--- config.mk ---
export PLATFORM = sky130hd
export DESIGN_NAME = memreaddata_ctrl_flat
export DESIGN_NICKNAME = d
export VERILOG_FILES = /design/src/rtl/memreaddata_ctrl_if.sv /design/src/rtl/memreaddata_ctrl.sv /design/src/flat_wrapper.sv
export SDC_FILE = /design/constraint.sdc
export NUM_CORES = 1
export LEC_CHECK = 0
export BUFFER_PORTS_ARGS = -buffer_cell sky130_fd_sc_hd__buf_2
export CAP_MARGIN = 20
export CORE_MARGIN = 1.5
export CORE_UTILIZATION = 39
export CTS_CLUSTER_SIZE = 30
export DETAILED_ROUTE_END_ITERATION = 10
export PLACE_DENSITY = 0.76
export SLEW_MARGIN = 0
export SYNTH_ARGS = -nofsm -noshare
export SYNTH_HDL_FRONTEND = slang
export SYNTH_SLANG_ARGS = --single-unit
--- constraint.sdc ---
create_clock -name clk -period 1.65 [get_ports clk]
set_input_delay 0.33 -clock clk [delete_from_list [all_inputs] [get_ports clk]]
set_output_delay 0.33 -clock clk [all_outputs]
set_load 0.03 [all_outputs]
--- src/rtl/memreaddata_ctrl_if.sv ---
// Data-side SRAM-like bus between the load-return unit and memory.
// Request/address/size flow out; address-accept, data-valid and read data flow back.
// The master modport is the load unit, the slave modport is the memory side.
interface memreaddata_ctrl_if;
  logic        data_req;
  logic [31:0] data_addr;
  logic [1:0]  data_size;
  logic        data_addr_ok;
  logic        data_data_ok;
  logic [31:0] data_rdata;

  modport master (
    output data_req, data_addr, data_size,
    input  data_addr_ok, data_data_ok, data_rdata
  );

  modport slave (
    input  data_req, data_addr, data_size,
    output data_addr_ok, data_data_ok, data_rdata
  );
endinterface

--- src/rtl/memreaddata_ctrl.sv ---
// M-stage load-return unit: issues one bus read per load, steers and extends the returned lane.
// Latency: result registered 3 cycles after the load appears when addr_ok/data_ok come back immediately.
// Backpressure: stallM holds the pipeline while a request is outstanding; flush drops the result.
module memreaddata_ctrl (
  input  logic                 clk,
  input  logic                 rst,
  input  logic [5:0]           op,
  input  logic                 memreadM,
  input  logic [31:0]          aluoutM,
  input  logic                 flushM,
  memreaddata_ctrl_if.master   bus,
  output logic [31:0]          readdataM,
  output logic                 rdvalidM,
  output logic                 stallM,
  output logic                 adelM
);

  localparam logic [5:0] OP_LB  = 6'b100000;
  localparam logic [5:0] OP_LH  = 6'b100001;
  localparam logic [5:0] OP_LBU = 6'b100100;
  localparam logic [5:0] OP_LHU = 6'b100101;

  typedef enum logic [2:0] {
    S_IDLE,
    S_REQ,
    S_WAIT,
    S_DONE,
    S_DRAIN
  } state_t;

  state_t      state, state_nxt;
  logic        is_byte, is_half, is_word, is_signed;
  logic        load_go;
  logic [1:0]  lane_q;
  logic [1:0]  size_q;
  logic        sign_q;
  logic [7:0]  byte_sel;
  logic [15:0] half_sel;
  logic [31:0] ext_data;

  // Opcode decode; anything that is not a byte/half load is handled as a word load.
  always_comb begin
    is_byte   = (op == OP_LB) || (op == OP_LBU);
    is_half   = (op == OP_LH) || (op == OP_LHU);
    is_word   = !(is_byte || is_half);
    is_signed = (op == OP_LB) || (op == OP_LH);
    adelM     = memreadM && ((is_half && aluoutM[0]) || (is_word && (aluoutM[1:0] != 2'b00)));
    load_go   = memreadM && !adelM && !flushM;
  end

  // Lane selection and sign/zero extension using the offset captured when the request started.
  always_comb begin
    case (lane_q)
      2'd0:    byte_sel = bus.data_rdata[7:0];
      2'd1:    byte_sel = bus.data_rdata[15:8];
      2'd2:    byte_sel = bus.data_rdata[23:16];
      default: byte_sel = bus.data_rdata[31:24];
    endcase
    half_sel = lane_q[1] ? bus.data_rdata[31:16] : bus.data_rdata[15:0];
    case (size_q)
      2'd0:    ext_data = sign_q ? {{24{byte_sel[7]}}, byte_sel} : {24'd0, byte_sel};
      2'd1:    ext_data = sign_q ? {{16{half_sel[15]}}, half_sel} : {16'd0, half_sel};
      default: ext_data = bus.data_rdata;
    endcase
  end

  // Address passes straight through; size comes from the captured decode so it is stable in REQ.
  assign bus.data_addr = aluoutM;
  assign bus.data_size = size_q;

  // Next-state and handshake/stall outputs.
  always_comb begin
    state_nxt    = state;
    bus.data_req = 1'b0;
    stallM       = 1'b0;
    rdvalidM     = 1'b0;
    case (state)
      S_IDLE: begin
        stallM = load_go;
        if (load_go) state_nxt = S_REQ;
      end
      S_REQ: begin
        bus.data_req = 1'b1;
        stallM       = !flushM;
        // An accepted address must be drained even if the instruction was flushed.
        if (bus.data_addr_ok)  state_nxt = flushM ? S_DRAIN : S_WAIT;
        else if (flushM)       state_nxt = S_IDLE;
      end
      S_WAIT: begin
        stallM = !flushM;
        if (bus.data_data_ok)  state_nxt = S_DONE;
        else if (flushM)       state_nxt = S_DRAIN;
      end
      S_DONE: begin
        rdvalidM  = 1'b1;
        state_nxt = S_IDLE;
      end
      S_DRAIN: begin
        if (bus.data_data_ok) state_nxt = S_IDLE;
      end
      default: state_nxt = S_IDLE;
    endcase
  end

  // State register, request-context capture and result register.
  always_ff @(posedge clk) begin
    if (rst) begin
      state     <= S_IDLE;
      readdataM <= 32'd0;
      lane_q    <= 2'd0;
      size_q    <= 2'd0;
      sign_q    <= 1'b0;
    end else begin
      state <= state_nxt;
      if (state == S_IDLE && load_go) begin
        lane_q <= aluoutM[1:0];
        size_q <= is_byte ? 2'd0 : (is_half ? 2'd1 : 2'd2);
        sign_q <= is_signed;
      end
      if (state == S_WAIT && bus.data_data_ok) readdataM <= ext_data;
    end
  end

endmodule
--- src/flat_wrapper.sv ---
// flat-port wrapper written by rule: the top's interface ports become plain ports
module memreaddata_ctrl_flat 
  (clk, rst, op, memreadM, aluoutM, flushM, readdataM, rdvalidM, stallM, adelM, bus_data_req, bus_data_addr, bus_data_size, bus_data_addr_ok, bus_data_data_ok, bus_data_rdata);
  memreaddata_ctrl_if bus_i ();
  input  logic clk;
  input  logic rst;
  input  logic [5:0] op;
  input  logic memreadM;
  input  logic [31:0] aluoutM;
  input  logic flushM;
  output logic [31:0] readdataM;
  output logic rdvalidM;
  output logic stallM;
  output logic adelM;
  output wire logic [$bits(bus_i.data_req)-1:0] bus_data_req;
  output wire logic [$bits(bus_i.data_addr)-1:0] bus_data_addr;
  output wire logic [$bits(bus_i.data_size)-1:0] bus_data_size;
  input wire logic [$bits(bus_i.data_addr_ok)-1:0] bus_data_addr_ok;
  input wire logic [$bits(bus_i.data_data_ok)-1:0] bus_data_data_ok;
  input wire logic [$bits(bus_i.data_rdata)-1:0] bus_data_rdata;
  assign bus_data_req = bus_i.data_req;
  assign bus_data_addr = bus_i.data_addr;
  assign bus_data_size = bus_i.data_size;
  assign bus_i.data_addr_ok = bus_data_addr_ok;
  assign bus_i.data_data_ok = bus_data_data_ok;
  assign bus_i.data_rdata = bus_data_rdata;
  memreaddata_ctrl u_core (.clk(clk), .rst(rst), .op(op), .memreadM(memreadM), .aluoutM(aluoutM), .flushM(flushM), .bus(bus_i), .readdataM(readdataM), .rdvalidM(rdvalidM), .stallM(stallM), .adelM(adelM));
endmodule
== Word-level counts from Yosys, hierarchy flattened ==
Index checks and enable logic that the tools add are counted.

* Register bits after elaboration: 40
* Bits of input ports: 76
* Output and inout port bits: 70

* Eq/ne operators: 15
* Mux-type cells: 18
* Reduce and logical (&&, ||, !) cells: 21

{| class="wikitable"
|+ Operator list
! kind !! count
|-
| $mux 32 || 2
|-
| $pmux 32 s2 || 1
|-
| $eq 6x6->1 const B || 4
|-
| $pmux 8 s3 || 1
|-
| $mux 3 || 7
|-
| $mux 16 || 1
|-
| $pmux 3 s4 || 1
|-
| $logic_and 1x1->1 || 7
|-
| $eq 3x2->1 const B || 2
|-
| $ne 3x3->1 const B || 2
|-
| $logic_or 1x1->1 || 5
|-
| $eq 2x1->1 const B || 2
|-
| $logic_not 2->1 || 2
|-
| $mux 2 || 2
|-
| $reduce_and 4->1 || 1
|-
| $eq 3x1->1 const B || 1
|-
| $eq 3x3->1 const B || 1
|-
| $logic_not 1->1 || 3
|-
| $logic_not 3->1 || 1
|-
| $eq 2x2->1 const B || 1
|-
| $mux 1 || 2
|-
| $ne 2x1->1 const B || 1
|-
| $ne 2x2->1 const B || 1
|-
| $pmux 1 s2 || 1
|-
| other kinds (2) || 2
|}

== Depth between registers and ports, before layout ==
Gate-level depths: netlist (run 1).

* Depth after elaboration: 12
* Depth in mapped cells: 5
* Depth with buffers taken out: 4

== Worst setup path after synthesis (run 1) ==
No wires, ideal clock.

* Kind: input to output
* From: input op[1]
* To: output stallM
* Arrival: 1,943 ps
* Required time: 1,320 ps
* Setup slack: -623 ps
* Stages: 4
* Buffers on the path: 0
* Path through: or4b_4 o21ai_4 a311oi_1 a2111oi_2

* Cells in the longest elaborated chain, start to end: 11
* Elaborated cells on any way between the ends: 16
* Classes of those cells: eq/ne: 4; mux: 1; reduce/logical: 11

{| class="wikitable"
|+ RTL lines
! element !! RTL line !! source
|-
| start, declared || flat_wrapper.sv:7 || <nowiki>input logic [5:0] op;</nowiki>
|-
| $eq 6x6->1, on equally long branches || memreaddata_ctrl.sv:43, memreaddata_ctrl.sv:44 ||
|-
| $logic_or 1x1->1, on equally long branches || memreaddata_ctrl.sv:43, memreaddata_ctrl.sv:44 ||
|-
| $logic_or 1x1->1 || memreaddata_ctrl.sv:45 || <nowiki>is_word = !(is_byte || is_half);</nowiki>
|-
| $logic_not 1->1 || memreaddata_ctrl.sv:45 ||
|-
| $logic_and 1x1->1 || memreaddata_ctrl.sv:47 || <nowiki>adelM = memreadM && ((is_half && aluoutM[0]) || (is_word && (aluoutM[1:0] != 2'b00)));</nowiki>
|-
| $logic_or 1x1->1 * || memreaddata_ctrl.sv:47 ||
|-
| $logic_and 1x1->1 * || memreaddata_ctrl.sv:47 ||
|-
| $logic_not 1->1 * || memreaddata_ctrl.sv:48 || <nowiki>load_go = memreadM && !adelM && !flushM;</nowiki>
|-
| $logic_and 1x1->1 * (2 in a row) || memreaddata_ctrl.sv:48 ||
|-
| $pmux 1 s2 * || memreaddata_ctrl.sv:77 || <nowiki>case (state)</nowiki>
|-
| end, declared || flat_wrapper.sv:13 || <nowiki>output logic stallM;</nowiki>
|}

Every way passes the cells marked *; elsewhere a longest branch is shown, timed or not.

== Worst setup path after layout (run 1) ==
* From: input op[4]
* To: output stallM

Same word-level chain as after synthesis.

==> impl_table.tex, run 1 <==
\begin{tabular}{lr}
\hline
Metric & Value \\
\hline
\multicolumn{2}{l}{\textbf{Min path}} \\
\quad Startpoint of the worst hold path & bus\_data\_rdata[17] \\
\quad Hold Crit Endpoint & u\_core.readdataM[17] \\
\quad Hold WC Path Type & in2reg \\
\quad Worst hold path depth & 3 \\
\multicolumn{2}{l}{\textbf{STA}} \\
\quad Number of hold-slack violations in the final timing report & 0 \\
\quad Unrepaired setup endpoints after global routing & yes \\
\quad Achievable frequency & 0.493 GHz \\
\quad Count of pins over their slew limit & 0 \\
\quad Final Critical Period & 2.03 ns \\
\quad Worst setup skew after layout & 0.00660 ns \\
\quad Slew @ Worst Pin & about 0.6 ns \\
\quad Min setup slack post-route & -0.379 ns \\
\quad Worst slew margin & 59.7\% \\
\quad Crit share post-route & 123\% \\
\quad Final setup violation count & 2 \\
\quad Final-layout worst hold slack & 0.291 ns \\
\multicolumn{2}{l}{\textbf{Yosys}} \\
\quad Gate count of the mapped netlist & 272 \\
\quad Synth Area per Inst & 8.43 sq um \\
\quad Number of different library cells in the post-synthesis netlist & 47 \\
\quad Netlist area before placement & 0.00229 sq mm \\
\quad Sequential share of the synthesized area & 34.9\% \\
\quad Main synth FF type & sky130\_fd\_sc\_hd\_\_dfxtp\_1 \\
\quad Yosys reg bits & 40 \\
\quad EDFF count, synth & 0 \\
\quad Yosys warns & 0 \\
\quad Synthesized netlist net count & 348 \\
\quad Async set or reset register ratio after synthesis & 0\% \\
\multicolumn{2}{l}{\textbf{Pwr}} \\
\quad Switching component of the power & approximately 0.00052 W \\
\quad Switching Fraction & about 23\% \\
\quad Peak supply drop & 0.000503 V \\
\quad Total power divided by cell area & 751 mW/mm\^{}2 \\
\quad Static leakage power & between 1 and 1.5 nW \\
\quad Relative contribution of the clock network to total power & 41.9\% \\
\quad Comb power frac & 14.0\% \\
\quad Power Internal & between 0.0015 and 0.002 W \\
\quad Sequential Power Share & 44.1\% \\
\multicolumn{2}{l}{\textbf{Floorplanning}} \\
\quad DIE HEIGHT & around 80 microns \\
\quad Rows & 27 \\
\quad Area of the core & 0.00557 sq mm \\
\quad Die Outline Area & 0.00635 sq mm \\
\quad Starting density of the core & 41.1\% \\
\quad Num ports & 146 \\
\quad Die W & 79.7 microns \\
\multicolumn{2}{l}{\textbf{Worst setup path}} \\
\quad Worst-path fanout max & 3 \\
\quad Type of element capturing the critical path & output port \\
\quad Crit Reg-Reg Startpoint & u\_core.lane\_q[1] \\
\quad Register-to-Register Path Depth & 5 \\
\quad Slowest stage cell on the critical path & sky130\_fd\_sc\_hd\_\_or4b\_4 \\
\quad Cell type group with the largest total delay on the critical path & simple AND/OR/NAND/NOR gates \\
\quad Required time of the worst setup path & around 1.3 ns \\
\quad Critical path type & in2out \\
\quad R2r endpoint & u\_core.readdataM[28] \\
\quad Critical path arrival & 1.70 ns \\
\quad Register-to-register setup slack & 0.05 ns \\
\quad Crit path cell chain & buf\_6 > or4b\_4 > o21ai\_4 > a311oi\_4 > a2111oi\_4 > buf\_4 \\
\quad CP Buf/Inv Count & 2 \\
\quad Largest incremental delay on the critical path & 0.56 ns \\
\quad Kind of start point of the critical path & input pin \\
\multicolumn{2}{l}{\textbf{Finish}} \\
\quad Count of nets after finishing & 422 \\
\quad Proportion of layout cells with a drive suffix above 1 & 41.0\% \\
\quad Finished layout cell area & 0.00296 sq mm \\
\quad Util after Layout & 53.1\% \\
\quad Commonest non-fill, non-tap cell in the layout & sky130\_fd\_sc\_hd\_\_buf\_2 \\
\quad Total inserted antenna cells & 0 \\
\quad Top library cells by usage in the layout, fill and taps aside & 82 x sky130\_fd\_sc\_hd\_\_buf\_2, 38 x sky130\_fd\_sc\_hd\_\_dfxtp\_1, 30 x sky130\_fd\_sc\_hd\_\_nand2\_1 \\
\quad Area added between synthesis and finish & 29.0\% \\
\quad Filler cell count & 530 \\
\multicolumn{2}{l}{\textbf{Drt}} \\
\quad Residual DRC & 0 \\
\quad Final ANT Viol Nets & 0 \\
\quad DRC marker count from the first detailed-route iteration & 149 \\
\quad Avg Vias per Cell & 5.52 \\
\quad Aggregate routed wire length & 6.70 mm \\
\quad Average detailed-routed wire length per instance & 16.0 microns \\
\quad Total number of vias & 2308 \\
\quad First-pass iteration count of the detailed router & 4 \\
\multicolumn{2}{l}{\textbf{CTS}} \\
\quad Num CTS Buffers & 5 \\
\quad Number of buffers inserted by hold repair at cts & 0 \\
\quad Deepest clock path buffer count & 2 \\
\quad Clock latency at the later pin of the worst-skew pair & between 0.2 and 0.3 ns \\
\quad CTS Root Buffer Type & sky130\_fd\_sc\_hd\_\_clkbuf\_8 \\
\quad H-tree depth & 2 \\
\quad Clk slew on worst S/H paths & 0.08 ns \\
\quad Number of clock sinks & 40 \\
\quad TritonCTS clock tree & built \\
\multicolumn{2}{l}{\textbf{Global routing}} \\
\quad Layer with the highest usage after global routing & met2 \\
\quad Gr ovfl total & 0 \\
\quad Met3 layer usage reported by global route & 5.03\% \\
\quad Global-route wire length before repair & 10.3 mm \\
\quad M2 GR Usage & 31.9\% \\
\quad Overall fraction of global-route tracks in use & between 20\% and 30\% \\
\quad Vias in the first global route & 2130 \\
\quad Largest net degree at the start of global routing & 27 \\
\quad Met1 Resource Use GR & 27.9\% \\
\quad Number of antenna violations at the first check in global routing & 0 \\
\multicolumn{2}{l}{\textbf{Placement}} \\
\quad Buffers added on ports & 85 \\
\quad Final GP Congestion & 0.856 \\
\quad Half-perimeter wire length of the detailed placement result & between 4 and 5 mm \\
\quad Placed Area & 0.00272 sq mm \\
\multicolumn{2}{l}{\textbf{Run status}} \\
\quad Status & finished with violations \\
\quad Violated checks & negative setup slack \\
\multicolumn{2}{l}{\textbf{Flow run}} \\
\quad Max capacitance violation total & 0 \\
\hline
\end{tabular}
sequential cells by signal (all words and copies together) (netlist names):
| register | cells |
|---|---|
| u_core.bus.data_size | 2 |
| u_core.state | 3 |
| u_core.sign_q | 1 |
| u_core.readdataM | 32 |
| u_core.lane_q | 2 |
worst register-to-register path, delay by kind of cell (launching register included):
kind | cells | cell delay, ns
flops | 1 | 0.34
mux | 1 | 0.51
simple gates | 1 | 0.13
buf+inv | 1 | 0.14
compound gates | 2 | 0.38
metrics by stage:
stage	cells	setup TNS, ns	setup WS, ns	power, W
3_5_place_dp	406	-3.23	-0.516	0.00129
4_1_cts	417	-0.703	-0.389	0.00223
3_3_place_gp	406	-2.87	-0.486	0.00128
5_1_grt	418	-0.800	-0.414	0.00231
6_report	418	-0.699	-0.379	0.00222
2_1_floorplan	272	-0.505	-0.430	0.00128
logic make-up after synthesis:
family	synth area share (%)
compound gates	29.9
simple gates	15.4
buf+inv	14.3
flops	34.9
mux	5.40
synth_stat cells, types with 2 or more instances:
| library cell | instances | share of area [%] |
|---|---|---|
| sky130_fd_sc_hd__a21boi_0 | 2 | 0.65 |
| sky130_fd_sc_hd__a21oi_1 | 28 | 6.1 |
| sky130_fd_sc_hd__a22o_1 | 7 | 2.7 |
| sky130_fd_sc_hd__a22oi_1 | 7 | 2.3 |
| sky130_fd_sc_hd__a31oi_1 | 4 | 1.1 |
| sky130_fd_sc_hd__buf_2 | 2 | 0.44 |
| sky130_fd_sc_hd__buf_4 | 33 | 11 |
| sky130_fd_sc_hd__clkbuf_1 | 11 | 1.8 |
| sky130_fd_sc_hd__dfxtp_1 | 40 | 35 |
| sky130_fd_sc_hd__inv_1 | 5 | 0.82 |
| sky130_fd_sc_hd__mux2i_1 | 9 | 3.9 |
| sky130_fd_sc_hd__nand2_1 | 30 | 4.9 |
| sky130_fd_sc_hd__nand3_1 | 2 | 0.44 |
| sky130_fd_sc_hd__nor2_1 | 12 | 2.0 |
| sky130_fd_sc_hd__nor2b_1 | 5 | 1.4 |
| sky130_fd_sc_hd__nor3_1 | 3 | 0.65 |
| sky130_fd_sc_hd__nor3b_1 | 3 | 0.98 |
| sky130_fd_sc_hd__nor4_1 | 2 | 0.55 |
| sky130_fd_sc_hd__o211ai_1 | 7 | 2.3 |
| sky130_fd_sc_hd__o21ai_0 | 26 | 5.7 |
| sky130_fd_sc_hd__o2bb2ai_1 | 7 | 2.7 |
| sky130_fd_sc_hd__o311ai_0 | 2 | 0.76 |
final cells by class:
class	count	area (sq um)	area share [%]
Sequential cell	40	803	27.2
Clock inverter	2	60.1	2.03
Multi-Input combinational cell	181	1240	42.1
Inverter	5	18.8	0.635
Clock buffer	5	68.8	2.33
Timing Repair Buffer	113	672	22.7
Tap cell	72	90.1	3.05
metal layers:
layer,vias to the layer above,wire length [microns]
li1,1113,-
met1,1076,3040
met3,20,499
met5,-,0
met2,99,3080
met4,0,79
power by group through the flow:
stage	registers [W]	logic, W	clock network (W)
2_1_floorplan	0.00101	0.000270	0
3_3_place_gp	0.00100	0.000281	0
3_5_place_dp	0.00100	0.000285	0
4_1_cts	0.000980	0.000300	0.000947
5_1_grt	0.000981	0.000334	0.000995
6_report	0.000980	0.000311	0.000932
how the worst max path moves through the flow:
stage | from | to | slack [ns] | cells after the start
3_3_place_gp | op[1] | stallM | -0.49 | 6
2_1_floorplan | op[1] | stallM | -0.43 | 4
5_1_grt | op[4] | stallM | -0.41 | 6
3_5_place_dp | op[1] | stallM | -0.52 | 6
6_report | op[4] | stallM | -0.38 | 6
4_1_cts | op[4] | stallM | -0.39 | 6
timing repair:
item	in CTS	in global routing
gates cloned	1	0
resized for setup	5	7
setup endpoints to repair	16	17
setup buffers	3	1
pin swaps	5	3
Note: power is estimated with default switching activity, not from simulation.
==> run 2, diff against run 1 <==
--- a/config.mk
+++ b/config.mk
@@ -16,3 +16,4 @@
 export SYNTH_ARGS = -nofsm -noshare
 export SYNTH_HDL_FRONTEND = slang
 export SYNTH_SLANG_ARGS = --single-unit
+export TNS_END_PERCENT = 20
==> constraint.sdc (replaced) <==
create_clock -name clk -period 1.65 [get_ports clk]
set_input_delay 0.33 -clock clk [delete_from_list [all_inputs] [get_ports clk]]
set_output_delay 0.33 -clock clk [all_outputs]
set_load 0.005 [all_outputs]
==> run 2 against run 1 <==
Against the previous run:
- the flow still finishes with violations (negative setup slack)
- combinational power down 12%
- flip-flop and latch count unchanged
- first-iteration DRC count fell by 14%
- sequential power is essentially flat
- critical path depth is the same
- non-clock buffer count stayed put
- clock power fell by 27%
- worst hold slack better by 0.0077 ns
- wire length fell by 0.84%
- register-to-register slack lost 0.05 ns
- design area decreased by 3.4%
- critical path type unchanged
- critical endpoint unchanged
- clock skew down 0.0033 ns
==> impl_table.tex, run 2 (synthesized netlist as in run 1, its figures left out) <==
\begin{tabular}{lr}
\hline
Metric & Value \\
\hline
\multicolumn{2}{l}{\textbf{Worst setup path}} \\
\quad Required time of the worst setup path & 1.32 ns \\
\quad Crit path cell chain & buf\_6 > or4b\_4 > o21ai\_4 > a311oi\_2 > a2111oi\_2 > buf\_2 \\
\quad Slowest stage cell on the critical path & sky130\_fd\_sc\_hd\_\_or4b\_4 \\
\quad CP Buf/Inv Count & 2 \\
\quad Kind of start point of the critical path & input pin \\
\quad Critical path arrival & 1.71 ns \\
\quad Critical path type & in2out \\
\quad Largest incremental delay on the critical path & roughly 0.56 ns \\
\quad Worst-path fanout max & 3 \\
\quad Type of element capturing the critical path & output port \\
\quad Cell type group with the largest total delay on the critical path & simple AND/OR/NAND/NOR gates \\
\multicolumn{2}{l}{\textbf{CTS}} \\
\quad Clk slew on worst S/H paths & 0.08 ns \\
\quad TritonCTS clock tree & built \\
\quad CTS Root Buffer Type & sky130\_fd\_sc\_hd\_\_clkbuf\_8 \\
\quad Number of buffers inserted by hold repair at cts & 0 \\
\quad Deepest clock path buffer count & 2 \\
\quad Num CTS Buffers & 5 \\
\quad H-tree depth & 2 \\
\quad Number of clock sinks & 40 \\
\quad Clock latency at the later pin of the worst-skew pair & 0.29 ns \\
\multicolumn{2}{l}{\textbf{Placement}} \\
\quad Half-perimeter wire length of the detailed placement result & slightly below 5 mm \\
\quad Post-place setup slack & -0.476 ns \\
\quad Placed Area & 0.00271 sq mm \\
\quad Buffers added on ports & between 80 and 90 \\
\quad Final GP Congestion & 0.883 \\
\quad Total instance count after detailed placement & 408 \\
\multicolumn{2}{l}{\textbf{Floorplanning}} \\
\quad Area of the core & around 0.0056 sq mm \\
\quad Num ports & 146 \\
\quad DIE HEIGHT & 79.7 microns \\
\quad Die W & 79.7 microns \\
\quad Die Outline Area & 0.00635 sq mm \\
\quad Rows & 27 \\
\quad Starting density of the core & 41.1\% \\
\multicolumn{2}{l}{\textbf{Drt}} \\
\quad Total number of vias & 2301 \\
\quad First-pass iteration count of the detailed router & 4 \\
\quad DRC marker count from the first detailed-route iteration & 128 \\
\quad Avg Vias per Cell & 5.49 \\
\quad Aggregate routed wire length & between 6 and 7 mm \\
\quad Average detailed-routed wire length per instance & 15.9 microns \\
\quad Final ANT Viol Nets & 0 \\
\quad Residual DRC & 0 \\
\multicolumn{2}{l}{\textbf{Min path}} \\
\quad Hold WC Path Type & in2reg \\
\multicolumn{2}{l}{\textbf{Finish}} \\
\quad Proportion of layout cells with a drive suffix above 1 & 38.9\% \\
\quad Total inserted antenna cells & 0 \\
\quad Commonest non-fill, non-tap cell in the layout & sky130\_fd\_sc\_hd\_\_buf\_2 \\
\quad Register with the highest flop count & u\_core.readdataM \\
\quad Top library cells by usage in the layout, fill and taps aside & 84 x sky130\_fd\_sc\_hd\_\_buf\_2, 39 x sky130\_fd\_sc\_hd\_\_dfxtp\_1, 30 x sky130\_fd\_sc\_hd\_\_nand2\_1 \\
\quad Largest registers & u\_core.readdataM x32, u\_core.state x3 \\
\quad Finished layout cell area & 0.00286 sq mm \\
\quad Util after Layout & approximately 51\% \\
\quad Count of nets after finishing & 422 \\
\quad Layout Cells excl Fill & approximately 420 \\
\quad Flip-flop count of the largest register after layout & 32 \\
\quad Area added between synthesis and finish & 24.6\% \\
\multicolumn{2}{l}{\textbf{STA}} \\
\quad Min setup slack post-route & -0.395 ns \\
\quad Slew @ Worst Pin & 0.507 ns \\
\quad Worst slew margin & 66.1\% \\
\quad Count of pins over their slew limit & 0 \\
\quad Unrepaired setup endpoints after global routing & yes \\
\quad Achievable frequency & around 0.49 GHz \\
\quad Crit share post-route & 124\% \\
\quad Final Critical Period & approximately 2.0 ns \\
\quad Number of hold-slack violations in the final timing report & 0 \\
\quad Worst setup skew after layout & about 0.0033 ns \\
\quad Final setup violation count & 3 \\
\multicolumn{2}{l}{\textbf{Global routing}} \\
\quad Number of antenna violations at the first check in global routing & 0 \\
\quad Largest net degree at the start of global routing & 18 \\
\quad Global-route wire length before repair & between 10 and 15 mm \\
\quad Vias in the first global route & 2245 \\
\quad Gr ovfl total & 0 \\
\quad Overall fraction of global-route tracks in use & 21.4\% \\
\multicolumn{2}{l}{\textbf{Pwr}} \\
\quad Static leakage power & approximately 1.2 nW \\
\quad Peak supply drop & 0.000477 V \\
\quad Post-layout total power & approximately 0.0019 W \\
\quad Total power divided by cell area & 677 mW/mm\^{}2 \\
\multicolumn{2}{l}{\textbf{Run status}} \\
\quad Status & finished with violations \\
\quad Violated checks & negative setup slack \\
\multicolumn{2}{l}{\textbf{Flow run}} \\
\quad Max capacitance violation total & 0 \\
\hline
\end{tabular}
run 2: path summary, 6_finish.rpt:
kind / from / end / slack (ns) / cells past startpoint
max: op[4] / stallM / -0.39 / 6
min: bus_data_rdata[20] / u_core.readdataM[20] / 0.30 / 3
max reg2reg: u_core.lane_q[1] / u_core.readdataM[20] / 0 / 4
min reg2reg: u_core.readdataM[6] / u_core.readdataM[6] / 0.46 / 1
run 2: worst min-delay path: cells and delay by family:
family                 cells  cell delay [ns]
buffers and inverters      1             0.10
AND/OR/NAND/NOR            1             0.06
AO/OA/AOI/OAI              1             0.06
run 2: per-layer routing:
| layer | GRT usage (%) | share of wire [%] | wire length, microns | up-vias |
|---|---|---|---|---|
| li1 | - | - | - | 1114 |
| met2 | 34.3 | 47 | 3140 | 96 |
| met3 | 5.60 | 8.3 | 554 | 23 |
| met5 | 0 | 0 | 0 | - |
| met4 | 8.25 | 2.4 | 161 | 0 |
| met1 | 27.3 | 42 | 2790 | 1068 |
run 2: final cells by class:
type	instances	area, sq um
inverters	5	18.8
repair buffers	113	662
multi-input cells	181	1190
fillers	529	2720
clock buffers	6	82.6
well taps	72	90.1
flip-flops and latches	40	802
clock inverters	2	10.0
run 2: repair_timing:
item	in CTS	in global routing
endpoints found under the setup margin	19	13
gates cloned	1	0
buffers inserted	1	2
resized for setup	4	3
pin swaps	5	0
hold endpoints to repair	0	0
run 2: where the power goes:
| part | switching [W] | leakage [nW] | internal, W |
|---|---|---|---|
| sequential | 0.00000643 | 0.323 | 0.000974 |
| combinational | 0.000142 | 0.871 | 0.000133 |
| clock | 0.000348 | 0.0510 | 0.000334 |
run 2: per-stage QoR:
step / TNS (ns) / hold slack [ns]
after floorplan: -0.266 / 0.456
after global placement: -2.21 / 0.445
after detailed placement: -2.82 / 0.443
after CTS: -0.666 / 0.287
after global routing: -1.25 / 0.302
final: -0.736 / 0.299
